===== src/rtl/bird_physics.sv =====
// Flappy-bird vertical physics: synchronised game tick and flap inputs drive a
// three-state game FSM with integer position/velocity integration.
module bird_physics #(
  parameter int unsigned Y_INIT   = 240,
  parameter int unsigned Y_MAX    = 464,
  parameter int          FLAP_VEL = -8,
  parameter int unsigned GRAVITY  = 1,
  parameter int unsigned V_MAX    = 10
) (
  input  logic       clk,
  input  logic       rst_n,
  input  logic       tick_clk,
  input  logic       flap,
  output logic [9:0] bird_y,
  output logic [4:0] vel,
  output logic [1:0] state,
  output logic       game_over
);

  typedef enum logic [1:0] {
    StIdle = 2'd0,
    StPlay = 2'd1,
    StDead = 2'd2
  } state_e;

  localparam logic        [9:0]  LpYInit  = 10'(Y_INIT);
  localparam logic signed [10:0] LpYMax   = 11'(Y_MAX);
  localparam logic signed [4:0]  LpFlap   = 5'(FLAP_VEL);
  localparam logic signed [6:0]  LpGrav   = 7'(GRAVITY);
  localparam logic signed [6:0]  LpVMax   = 7'(V_MAX);

  logic       r_tick_s1, r_tick_s2, r_tick_q;
  logic       r_flap_s1, r_flap_s2, r_flap_q;
  logic [1:0] r_prime;
  logic       r_armed;
  logic       w_tick_p, w_flap_p, w_flap_now;

  state_e            r_state, w_state_nxt;
  logic        [9:0] r_bird_y, w_bird_y_nxt;
  logic signed [4:0] r_vel, w_vel_nxt, w_vel_inc;
  logic              r_flap_pend, w_flap_pend_nxt;
  logic signed [6:0] w_vel_sum;
  logic signed [10:0] w_y_sum;

  // Ticks stay disarmed until the synchroniser has flushed and seen tick_clk
  // low, so a level already high at reset release never counts as an edge.
  always_ff @(posedge clk or negedge rst_n) begin
    if (!rst_n) begin
      r_tick_s1 <= 1'b0;
      r_tick_s2 <= 1'b0;
      r_tick_q  <= 1'b0;
      r_flap_s1 <= 1'b0;
      r_flap_s2 <= 1'b0;
      r_flap_q  <= 1'b0;
      r_prime   <= 2'd0;
      r_armed   <= 1'b0;
    end else begin
      r_tick_s1 <= tick_clk;
      r_tick_s2 <= r_tick_s1;
      r_tick_q  <= r_tick_s2;
      r_flap_s1 <= flap;
      r_flap_s2 <= r_flap_s1;
      r_flap_q  <= r_flap_s2;
      r_prime   <= (r_prime == 2'd2) ? 2'd2 : r_prime + 2'd1;
      r_armed   <= r_armed | ((r_prime == 2'd2) & ~r_tick_s2);
    end
  end

  assign w_tick_p   = r_tick_s2 & ~r_tick_q & r_armed;
  assign w_flap_p   = r_flap_s2 & ~r_flap_q;
  assign w_flap_now = r_flap_pend | w_flap_p;

  assign w_vel_sum = {{2{r_vel[4]}}, r_vel} + LpGrav;
  assign w_vel_inc = (w_vel_sum > LpVMax) ? LpVMax[4:0] : w_vel_sum[4:0];
  assign w_y_sum   = {1'b0, r_bird_y} + {{6{r_vel[4]}}, r_vel};

  always_ff @(posedge clk or negedge rst_n) begin
    if (!rst_n) begin
      r_state     <= StIdle;
      r_bird_y    <= LpYInit;
      r_vel       <= 5'sd0;
      r_flap_pend <= 1'b0;
    end else begin
      r_state     <= w_state_nxt;
      r_bird_y    <= w_bird_y_nxt;
      r_vel       <= w_vel_nxt;
      r_flap_pend <= w_flap_pend_nxt;
    end
  end

  always_comb begin
    w_state_nxt     = r_state;
    w_bird_y_nxt    = r_bird_y;
    w_vel_nxt       = r_vel;
    w_flap_pend_nxt = r_flap_pend;
    case (r_state)
      StIdle: begin
        w_bird_y_nxt    = LpYInit;
        w_vel_nxt       = 5'sd0;
        w_flap_pend_nxt = 1'b0;
        if (w_flap_p) begin
          w_state_nxt = StPlay;
          w_vel_nxt   = LpFlap;
        end
      end
      StPlay: begin
        if (w_tick_p) begin
          w_flap_pend_nxt = 1'b0;
          if (w_y_sum[10]) begin
            w_bird_y_nxt = 10'd0;
            w_vel_nxt    = w_flap_now ? LpFlap : 5'sd0;
          end else if (w_y_sum >= LpYMax) begin
            w_bird_y_nxt = LpYMax[9:0];
            w_vel_nxt    = 5'sd0;
            w_state_nxt  = StDead;
          end else begin
            w_bird_y_nxt = w_y_sum[9:0];
            w_vel_nxt    = w_flap_now ? LpFlap : w_vel_inc;
          end
        end else if (w_flap_p) begin
          w_flap_pend_nxt = 1'b1;
        end
      end
      StDead: begin
        if (w_flap_p) begin
          w_state_nxt     = StIdle;
          w_bird_y_nxt    = LpYInit;
          w_vel_nxt       = 5'sd0;
          w_flap_pend_nxt = 1'b0;
        end
      end
      default: begin
        w_state_nxt     = StIdle;
        w_bird_y_nxt    = LpYInit;
        w_vel_nxt       = 5'sd0;
        w_flap_pend_nxt = 1'b0;
      end
    endcase
  end

  always_comb begin
    bird_y    = r_bird_y;
    vel       = r_vel;
    state     = r_state;
    game_over = (r_state == StDead);
  end

endmodule


===== config.mk =====
export PLATFORM = sky130hd
export DESIGN_NAME = bird_physics
export DESIGN_NICKNAME = d
export VERILOG_FILES = /design/src/rtl/bird_physics.sv
export SDC_FILE = /design/constraint.sdc
export NUM_CORES = 1
export LEC_CHECK = 0
export ABC_CLOCK_PERIOD_IN_PS = 6150
export CORE_MARGIN = 3
export CORE_UTILIZATION = 53
export CTS_BUF_LIST = sky130_fd_sc_hd__clkbuf_4 sky130_fd_sc_hd__clkbuf_8
export CTS_CLUSTER_SIZE = 30
export DETAILED_ROUTE_END_ITERATION = 6
export DONT_BUFFER_PORTS = 1
export HOLD_SLACK_MARGIN = 0.12
export PLACE_DENSITY_LB_ADDON = 0.12
export SKIP_LAST_GASP = 1
export SLEW_MARGIN = 20
export SYNTH_ARGS = -nofsm -noshare
export SYNTH_HDL_FRONTEND = slang
export SYNTH_SLANG_ARGS = --single-unit

===== constraint.sdc =====
create_clock -name clk -period 6.15 [get_ports clk]
set_input_delay 0.3075 -clock clk [delete_from_list [all_inputs] [get_ports clk]]
set_output_delay 0.3075 -clock clk [all_outputs]
set_load 0.02 [all_outputs]

==> Yosys cells after proc, flatten, opt, wreduce, memory -nomap -nowiden <==
Index checks and enable logic that the tools add are counted.
{ "op_classes": {"addsub": 3, "order_cmp": 2, "eq_ne": 9, "n_mux": 25, "n_bitwise": 9, "reduce_logical": 4} }
{ "op_table": {"columns": ["cell", "count"], "rows": [
  ["two-way mux 10 bit", 4],
  ["two-way mux 5 bit", 8],
  ["one-hot mux 10 bit (2 select lines)", 1],
  ["one-hot mux 5 bit (3 select lines)", 1],
  ["two-way mux 2 bit", 6],
  ["adder 10 x 11 -> 11 bit", 1],
  [">= comparator 11 x 10 -> 1 bit (second input constant)", 1],
  ["!= test 2 bit (second input constant)", 4],
  ["adder 5 x 2 -> 6 bit (second input constant)", 1],
  ["> comparator 6 x 5 -> 1 bit (second input constant)", 1],
  ["one-hot mux 2 bit (3 select lines)", 1],
  ["AND reduction 5 bit", 1],
  ["bitwise AND 1 bit", 4],
  ["equality test 2 bit (second input constant)", 2],
  ["AND reduction 2 bit", 2],
  ["two-way mux 1 bit", 3],
  ["!= test 3 bit (second input constant)", 1],
  ["NOT 1 bit", 3],
  ["adder 2 x 1 -> 2 bit (second input constant)", 1],
  ["equality test 2 x 1 -> 1 bit (second input constant)", 1],
  ["zero test 2 bit", 1],
  ["!= test 2 x 1 -> 1 bit (second input constant)", 1],
  ["bitwise OR 1 bit", 2],
  ["one-hot mux 1 bit (2 select lines)", 1]
]} }
{ "word_totals": {"register_bits": 27, "input_bits": 4, "out_inout_bits": 18, "word_cells": 64} }

==> Logic depth before layout (Yosys ltp) <==
Gate-level depths: netlist of run 1.
{ "depth": {"word_depth": 8, "depth_mapped": 9, "ltp_nobuf": 9} }

==> Least setup slack after synthesis of run 1 <==
No wires, ideal clock.
{ "synth_path": {"path_kind": "reg-to-reg", "startpoint": "register r_vel[0] (netlist: vel[0])", "endpoint": "register r_bird_y[2] (netlist: bird_y[2])", "setup_time_ps": 90, "arrival_ps": 2534, "t_required_ps": 6060, "path_slack_ps": 3526, "stages_incl_launch_ff": 10, "n_path_buf": 0, "synth_period_minus_slack_ps": 2624, "path_cell_list": "dfrtp_1 > ha_1 > fa_1 > a21o_1 > a22o_4 > o221ai_4 > xor2_4 > and2b_4 > nand2_4 > o31ai_4"} }
{ "synth_via": {"elab_chain_cells": 6} }
{ "synth_rtl": {"columns": ["item", "line", "text"], "rows": [
  ["start: declaration", "40", "logic signed [4:0] r_vel, w_vel_nxt, w_vel_inc;"],
  ["start signal: assignment", "86", "r_vel <= w_vel_nxt;"],
  ["adder 10 x 11 -> 11 bit (*)", "75", "assign w_y_sum = {1'b0, r_bird_y} + {{6{r_vel[4]}}, r_vel};"],
  [">= comparator 11 x 10 -> 1 bit", "112", "end else if (w_y_sum >= LpYMax) begin"],
  ["two-way mux 10 bit", "112", null],
  ["two-way mux 10 bit (*)", "109", "if (w_y_sum[10]) begin"],
  ["two-way mux 10 bit (*)", "107", "if (w_tick_p) begin"],
  ["one-hot mux 10 bit (2 select lines) (*)", "96", "case (r_state)"],
  ["end signal: assignment", "80", "r_bird_y <= LpYInit;"],
  ["end signal: assignment", "85", "r_bird_y <= w_bird_y_nxt;"],
  ["end: declaration", "39", "logic [9:0] r_bird_y, w_bird_y_nxt;"]
]} }
Mark *: on every way between the ends. The rest lies on a longest branch, timed or not. The select of a mux whose other input is x is not followed.
A chain may end at the register's enable or synchronous reset.

==> Worst setup path in the final report of run 1 <==
{ "layout_path": {"startpoint": "register r_vel[4] (netlist: vel[4])", "endpoint": "register r_vel[2] (netlist: vel[2])"} }
{ "layout_via": {"elab_chain_cells": 8, "elab_cells_between_ends": 10, "classes_between": "add/sub: 2; order compare: 2; mux: 6"} }
{ "layout_rtl": {"columns": ["item", "line"], "rows": [
  ["parallel branches: the longest is 5 deep, another holds adder 10 x 11 -> 11 bit", null],
  ["two-way mux 5 bit (*)", "109"],
  ["two-way mux 5 bit (*)", "107"],
  ["one-hot mux 5 bit (3 select lines) (*)", "96"]
]} }
Every way passes the cells marked *. The select of a mux whose other input is x is not followed.

==> flow_metrics.env, run 1 <==
export IMPL_setup_violations=0
export IMPL_fin_crit_sh=0.473
export IMPL_power_mw=1.03
export IMPL_dr_pass1_iters=4
export IMPL_fin_skew_ps=14.7
export IMPL_rsz0062_at_grt="false"
export IMPL_max_slew_margin=0.536
export IMPL_crit_chain="ha_1, a21o_1, a22o_4, o221ai_4, xor2_4, and2b_4, a41oi_1, o22ai_1"
export IMPL_htree_levels=1
export IMPL_arrival_ps=3160
export IMPL_crit_fanout=12
export IMPL_slew_viol_final=0
export IMPL_antenna_found_initial=0
export IMPL_worstHoldEndpoint="r_flap_s2$_DFF_PN0_"
export IMPL_via_per_inst=6.10
export IMPL_routabilityCongestion=0.865
export IMPL_synthesis_instances=186
export IMPL_grt_max_degree=28
export IMPL_async_flop_share=1.00
export IMPL_ff2ff_path_depth=8
export IMPL_clk_latency_ps=330
export IMPL_crit_start="vel[4]$_DFFE_PN0P_"
export IMPL_routed_wirelength_mm=3.73
export IMPL_die_w_um=64.2
export IMPL_hold_depth=0
export IMPL_io_pins=22
export IMPL_ys_warn_count=0
export IMPL_cts_resized=0
export IMPL_grt_pass1_wl_mm=6.48
export IMPL_cts_buffer_depth=2
export IMPL_fmax_mhz=344
export IMPL_synthToLayoutAreaGrowth_pct=6.55
export IMPL_yosysSeqAreaShare=0.379
export IMPL_numClockSinks=27
export IMPL_core_mm2=0.00315
export IMPL_post_route_min_period_ps=2910
export IMPL_power_density_mw_per_mm2=540
export IMPL_leakagePower_nw=0.831
export IMPL_die_height_um=64.2
export IMPL_critPathKind="flip-flop to flip-flop"
export IMPL_vdd_drop_max_uv=241
export IMPL_cp_end_kind="flip-flop"
export IMPL_root_buffer="clkbuf_4"
export IMPL_netlist_area_mm2=0.00179
export IMPL_cp_top_family="compound AO/OA/AOI/OAI gates"
export IMPL_cts_buffers=3
export IMPL_synth_top_area_frac=0.321
export IMPL_tritoncts="done"
export IMPL_rrSetupSlack_ps=3240
export IMPL_vias=1433
export IMPL_reg2reg_to="vel[2]$_DFFE_PN0P_"
export IMPL_crit_buf_inv=0
export IMPL_fin_tns_setup_ps=0
export IMPL_drtIter0Drc=150
export IMPL_syn_nets=205
export IMPL_cap_viol_max_count=0
export IMPL_slowest_stage="dfrtp_1"
export IMPL_crit_path_start_kind="flip-flop"
export IMPL_wl_per_cell_um=15.9
export IMPL_syn_area_per_cell_um2=9.65
export IMPL_yosys_cell_types_count=50
export IMPL_synth_seq_cells=27
export IMPL_ctsHoldBuffers=4
export IMPL_netlist_top_cells_count="23 x dfrtp_1, 16 x nand2_1, 14 x a21oi_1, 14 x ha_1, 13 x o21ai_0"
export IMPL_drcViolationCount=0
export IMPL_synthFlopType="dfrtp_1"
export IMPL_grt_pass1_vias=1369
export IMPL_dpl_hpwl_mm=2.82
export IMPL_io_buffers=0
export IMPL_initial_core_util=0.569
export IMPL_nets=211
export IMPL_cp_required_ps=6400
export IMPL_ant_nets=0
export IMPL_drive_above_1_share=0.105
export IMPL_grt_total_usage=0.196
export IMPL_cts_clk_slew_worst_paths_ps=150
export IMPL_status="finished clean"
export IMPL_synth_area_leaders="dfrtp_1 32%, ha_1 9.8%, dfstp_2 5.9%"
export IMPL_hold_class="flip-flop to flip-flop"
export IMPL_dieArea_mm2=0.00412
export IMPL_finalHoldViolations=0
export IMPL_worst_pin_slew_ps=696
export IMPL_synth_most_common_cell="dfrtp_1"
export IMPL_r2r_start="vel[4]$_DFFE_PN0P_"
export IMPL_grt_ovfl_total=0
export IMPL_worst_hold_startpoint="r_flap_s1$_DFF_PN0_"
export IMPL_yosysTopAreaCell="dfrtp_1"
export IMPL_n_antenna_cell=0
export IMPL_rows=20
export IMPL_cts_setup_buffers=0
export IMPL_slowest_delay_ps=820
export IMPL_fin_hold_ws_ps=363
export IMPL_synth_edf_count=0
## per-stage QoR
step                utilization  cells  setup WS [ps]  cell area (um^2)
floorplan                     -    186           3530              1790
global placement          0.582    227           3350              1830
detailed placement        0.582    227           3270              1830
CTS                       0.606    235           3250              1910
global route              0.606    235           3010              1910
finish                    0.606    235           3240              1910
## sequential cells by signal, indices dropped and copies added (netlist names), 2 cells and up
signal   flops
state        2
vel          5
bird_y      10
r_prime      2
## placed cells by master (no fill, tap or decap), types with 2 or more instances in the layout
cell	synthesis	layout
nand2b_1	3	3
nor4_1	2	2
nor2_1	11	11
dfstp_2	4	4
clkbuf_4	0	3
a31oi_1	2	2
xnor2_1	5	5
and2_1	2	2
a21o_1	4	4
nand4_1	4	4
nand3_1	3	3
o22ai_1	4	4
dlygate4sd3_1	0	3
o31ai_1	2	2
o21ai_0	13	13
xor2_1	2	2
inv_1	10	10
a21oi_1	14	14
a221oi_1	2	2
nor2b_1	3	3
dfrtp_1	23	23
o211ai_1	2	2
ha_1	14	14
nor3_1	5	5
nand2_1	16	16
o21ai_1	7	7
o21a_1	2	2
## report_power, final
group          internal [mW]  switching, mW  total, mW
combinational          0.241          0.390      0.631
clock                 0.0244         0.0516     0.0760
sequential             0.223          0.102      0.325
## final cells by class
| type | count | area, um^2 |
|---|---|---|
| Fill cell | 298 | 1240 |
| Timing Repair Buffer | 5 | 57.6 |
| Inverter | 10 | 37.5 |
| Tap cell | 44 | 55.1 |
| Clock inverter | 1 | 5.00 |
| Multi-Input combinational cell | 145 | 1050 |
| Clock buffer | 3 | 22.5 |
| Sequential cell | 27 | 681 |
## layer usage
| metal | share of wire | global-route usage | vias to the layer above | wire length (um) |
|---|---|---|---|---|
| met5 | 0 | 0 | - | 0 |
| met1 | 0.43 | 0.248 | 683 | 1610 |
| met3 | 0.073 | 0.0615 | 2 | 272 |
| met4 | 0.0032 | 0.0343 | 0 | 12 |
| li1 | - | - | 700 | - |
| met2 | 0.49 | 0.330 | 48 | 1840 |
## cell families (layout without fill, tap and decap cells)
logic type               count (synthesis)  after routing  share of synthesized area
AO/OA/AOI/OAI                           64             64                      0.259
AND/OR/NAND/NOR                         58             58                      0.169
flip-flops                              27             27                      0.379
adder cells (fa/ha/maj)                 15             15                      0.109
buffers and inverters                   14             19                     0.0335
XOR/XNOR                                 8              8                     0.0495
## worst reg2reg max path, cell delays in order (launching register included)
cell	delay, ps
dfrtp_1	820
ha_1	470
a21o_1	230
a22o_4	270
o221ai_4	230
xor2_4	240
and2b_4	220
a41oi_1	130
o22ai_1	220
## worst max-delay path by stage
| stage | to | slack (ps) | depth (start not counted) |
|---|---|---|---|
| CTS | vel[2]$_DFFE_PN0P_ | 3250 | 8 |
| finish | vel[2]$_DFFE_PN0P_ | 3240 | 8 |
| global placement | vel[2]$_DFFE_PN0P_ | 3350 | 9 |
| global route | vel[3]$_DFFE_PN0P_ | 3010 | 8 |
| floorplan | bird_y[2]$_DFFE_PN0P_ | 3530 | 9 |
| detailed placement | vel[2]$_DFFE_PN0P_ | 3270 | 8 |
(Power assumes the default switching activity.)
==> run 2: changes to the inputs <==
ABC_CLOCK_PERIOD_IN_PS = 3000   (was 6150)
clock period = 3 ns   (was 6.15 ns; I/O delays follow)
==> flow_metrics.env, run 2 (synthesis results as in run 1) <==
export IMPL_status="finished clean"
export IMPL_io_buffers=0
export IMPL_cts_clk_slew_worst_paths_ps=160
export IMPL_core_mm2=0.00315
export IMPL_arrival_ps=3010
export IMPL_die_height_um=64.2
export IMPL_rrSetupSlack_ps=250
export IMPL_grt_total_usage=0.205
export IMPL_ant_nets=0
export IMPL_cap_viol_max_count=0
export IMPL_power_density_mw_per_mm2=1100
export IMPL_n_antenna_cell=0
export IMPL_die_w_um=64.2
export IMPL_routabilityCongestion=0.845
export IMPL_cp_end_kind="flip-flop"
export IMPL_numClockSinks=27
export IMPL_critPathKind="flip-flop to flip-flop"
export IMPL_root_buffer="clkbuf_4"
export IMPL_fin_tns_setup_ps=0
export IMPL_crit_fanout=7
export IMPL_initial_core_util=0.569
export IMPL_drcViolationCount=0
export IMPL_slowest_delay_ps=490
export IMPL_grt_pass1_wl_mm=6.71
export IMPL_grt_max_degree=28
export IMPL_dr_pass1_iters=4
export IMPL_vias=1448
export IMPL_setup_violations=0
export IMPL_crit_chain="ha_1, fa_1, a21o_1, a22o_4, o221ai_4, xor2_4, and2b_4, a41oi_1, o22ai_1"
export IMPL_reg2reg_to="vel[2]$_DFFE_PN0P_"
export IMPL_cts_setup_buffers=0
export IMPL_worst_pin_slew_ps=566
export IMPL_cp_required_ps=3260
export IMPL_largest_register_ffs=10
export IMPL_ctsHoldBuffers=4
export IMPL_via_per_inst=6.03
export IMPL_htree_levels=1
export IMPL_dieArea_mm2=0.00412
export IMPL_post_route_min_period_ps=2750
export IMPL_rows=20
export IMPL_nets=216
export IMPL_antenna_found_initial=0
export IMPL_slew_viol_final=0
export IMPL_dpl_hpwl_mm=3.03
export IMPL_grt_pass1_vias=1426
export IMPL_r2r_start="bird_y[0]$_DFFE_PN0P_"
export IMPL_fin_skew_ps=7.38
export IMPL_tritoncts="done"
export IMPL_drive_above_1_share=0.128
export IMPL_leakagePower_nw=0.858
export IMPL_worst_slack_ps=247
export IMPL_finalHoldViolations=0
export IMPL_crit_path_start_kind="flip-flop"
export IMPL_wl_per_cell_um=16.0
export IMPL_final_cell_mix="23 x dfrtp_1, 16 x nand2_1, 14 x a21oi_1, 14 x ha_1, 13 x o21ai_0"
export IMPL_post_place_ws_ps=290
export IMPL_grt_ovfl_total=0
export IMPL_fin_crit_sh=0.918
export IMPL_vdd_drop_max_uv=459
export IMPL_cp_top_family="compound AO/OA/AOI/OAI gates"
export IMPL_synthToLayoutAreaGrowth_pct=8.86
export IMPL_routed_wirelength_mm=3.84
export IMPL_ff2ff_path_depth=9
export IMPL_fmax_mhz=363
export IMPL_slowest_stage="dfrtp_1"
export IMPL_final_common_cell="dfrtp_1"
export IMPL_clk_latency_ps=330
export IMPL_cts_buffer_depth=2
export IMPL_crit_buf_inv=0
export IMPL_hold_class="input port to asynchronous set/reset pin"
export IMPL_fin_hold_ws_ps=237
export IMPL_io_pins=22
export IMPL_max_slew_margin=0.620
export IMPL_drtIter0Drc=64
export IMPL_rsz0062_at_grt="false"
export IMPL_cts_resized=0
export IMPL_cts_buffers=3
==> run 2: cell count changes in the layout (fill, tap and decap cells not counted) <==
cell,before,now
clkinv_2,1,0
buf_4,1,6
inv_6,0,1
==> run 2: routing by layer <==
metal  track usage  share of wire  up-vias
met5             0              0        -
met4        0.0317         0.0023        0
met3        0.0562          0.064        2
met2         0.348           0.51       43
met1         0.264           0.43      694
li1              -              -      709
==> run 2: through the flow <==
stage                     cells   util  cell area, um^2  power, mW
after floorplan             186      -             1790       1.69
after global placement      232  0.594             1870       1.94
after detailed placement    232  0.594             1870       1.98
after CTS                   240  0.619             1950       2.17
after global routing        240  0.619             1950       2.34
final                       240  0.619             1950       2.16
==> run 2: how the worst max path moves through the flow <==
stage | from | end | slack, ps | cells past startpoint
after floorplan | vel[0]$_DFFE_PN0P_ | bird_y[2]$_DFFE_PN0P_ | 380 | 9
after global placement | bird_y[0]$_DFFE_PN0P_ | vel[2]$_DFFE_PN0P_ | 350 | 9
after detailed placement | bird_y[0]$_DFFE_PN0P_ | vel[2]$_DFFE_PN0P_ | 290 | 9
after CTS | bird_y[0]$_DFFE_PN0P_ | vel[2]$_DFFE_PN0P_ | 250 | 9
after global routing | vel[1]$_DFFE_PN0P_ | vel[2]$_DFFE_PN0P_ | 40 | 8
final | bird_y[0]$_DFFE_PN0P_ | vel[2]$_DFFE_PN0P_ | 250 | 9
==> run 2: worst register-to-register path: stages (launching register included) <==
cell and delay [ps]:
dfrtp_1 490, ha_1 290, fa_1 440, a21o_1 210, a22o_4 250, o221ai_4 230
xor2_4 240, and2b_4 220, a41oi_1 120, o22ai_1 200
==> run 2: where the power goes <==
group	switching [mW]	internal, mW	leakage (nW)
sequential	0.164	0.458	0.331
combinational	0.853	0.514	0.509
clock	0.114	0.0544	0.0183
total	1.13	1.03	0.858
==> run 2: cell type report <==
type                    instances  area [um^2]
multi-input cells             145         1050
fillers                       287         1200
clock inverters                 1         8.76
inverters                      10         37.5
repair buffers                 10         95.1
flip-flops and latches         27          681
well taps                      44         55.1
clock buffers                   3         22.5
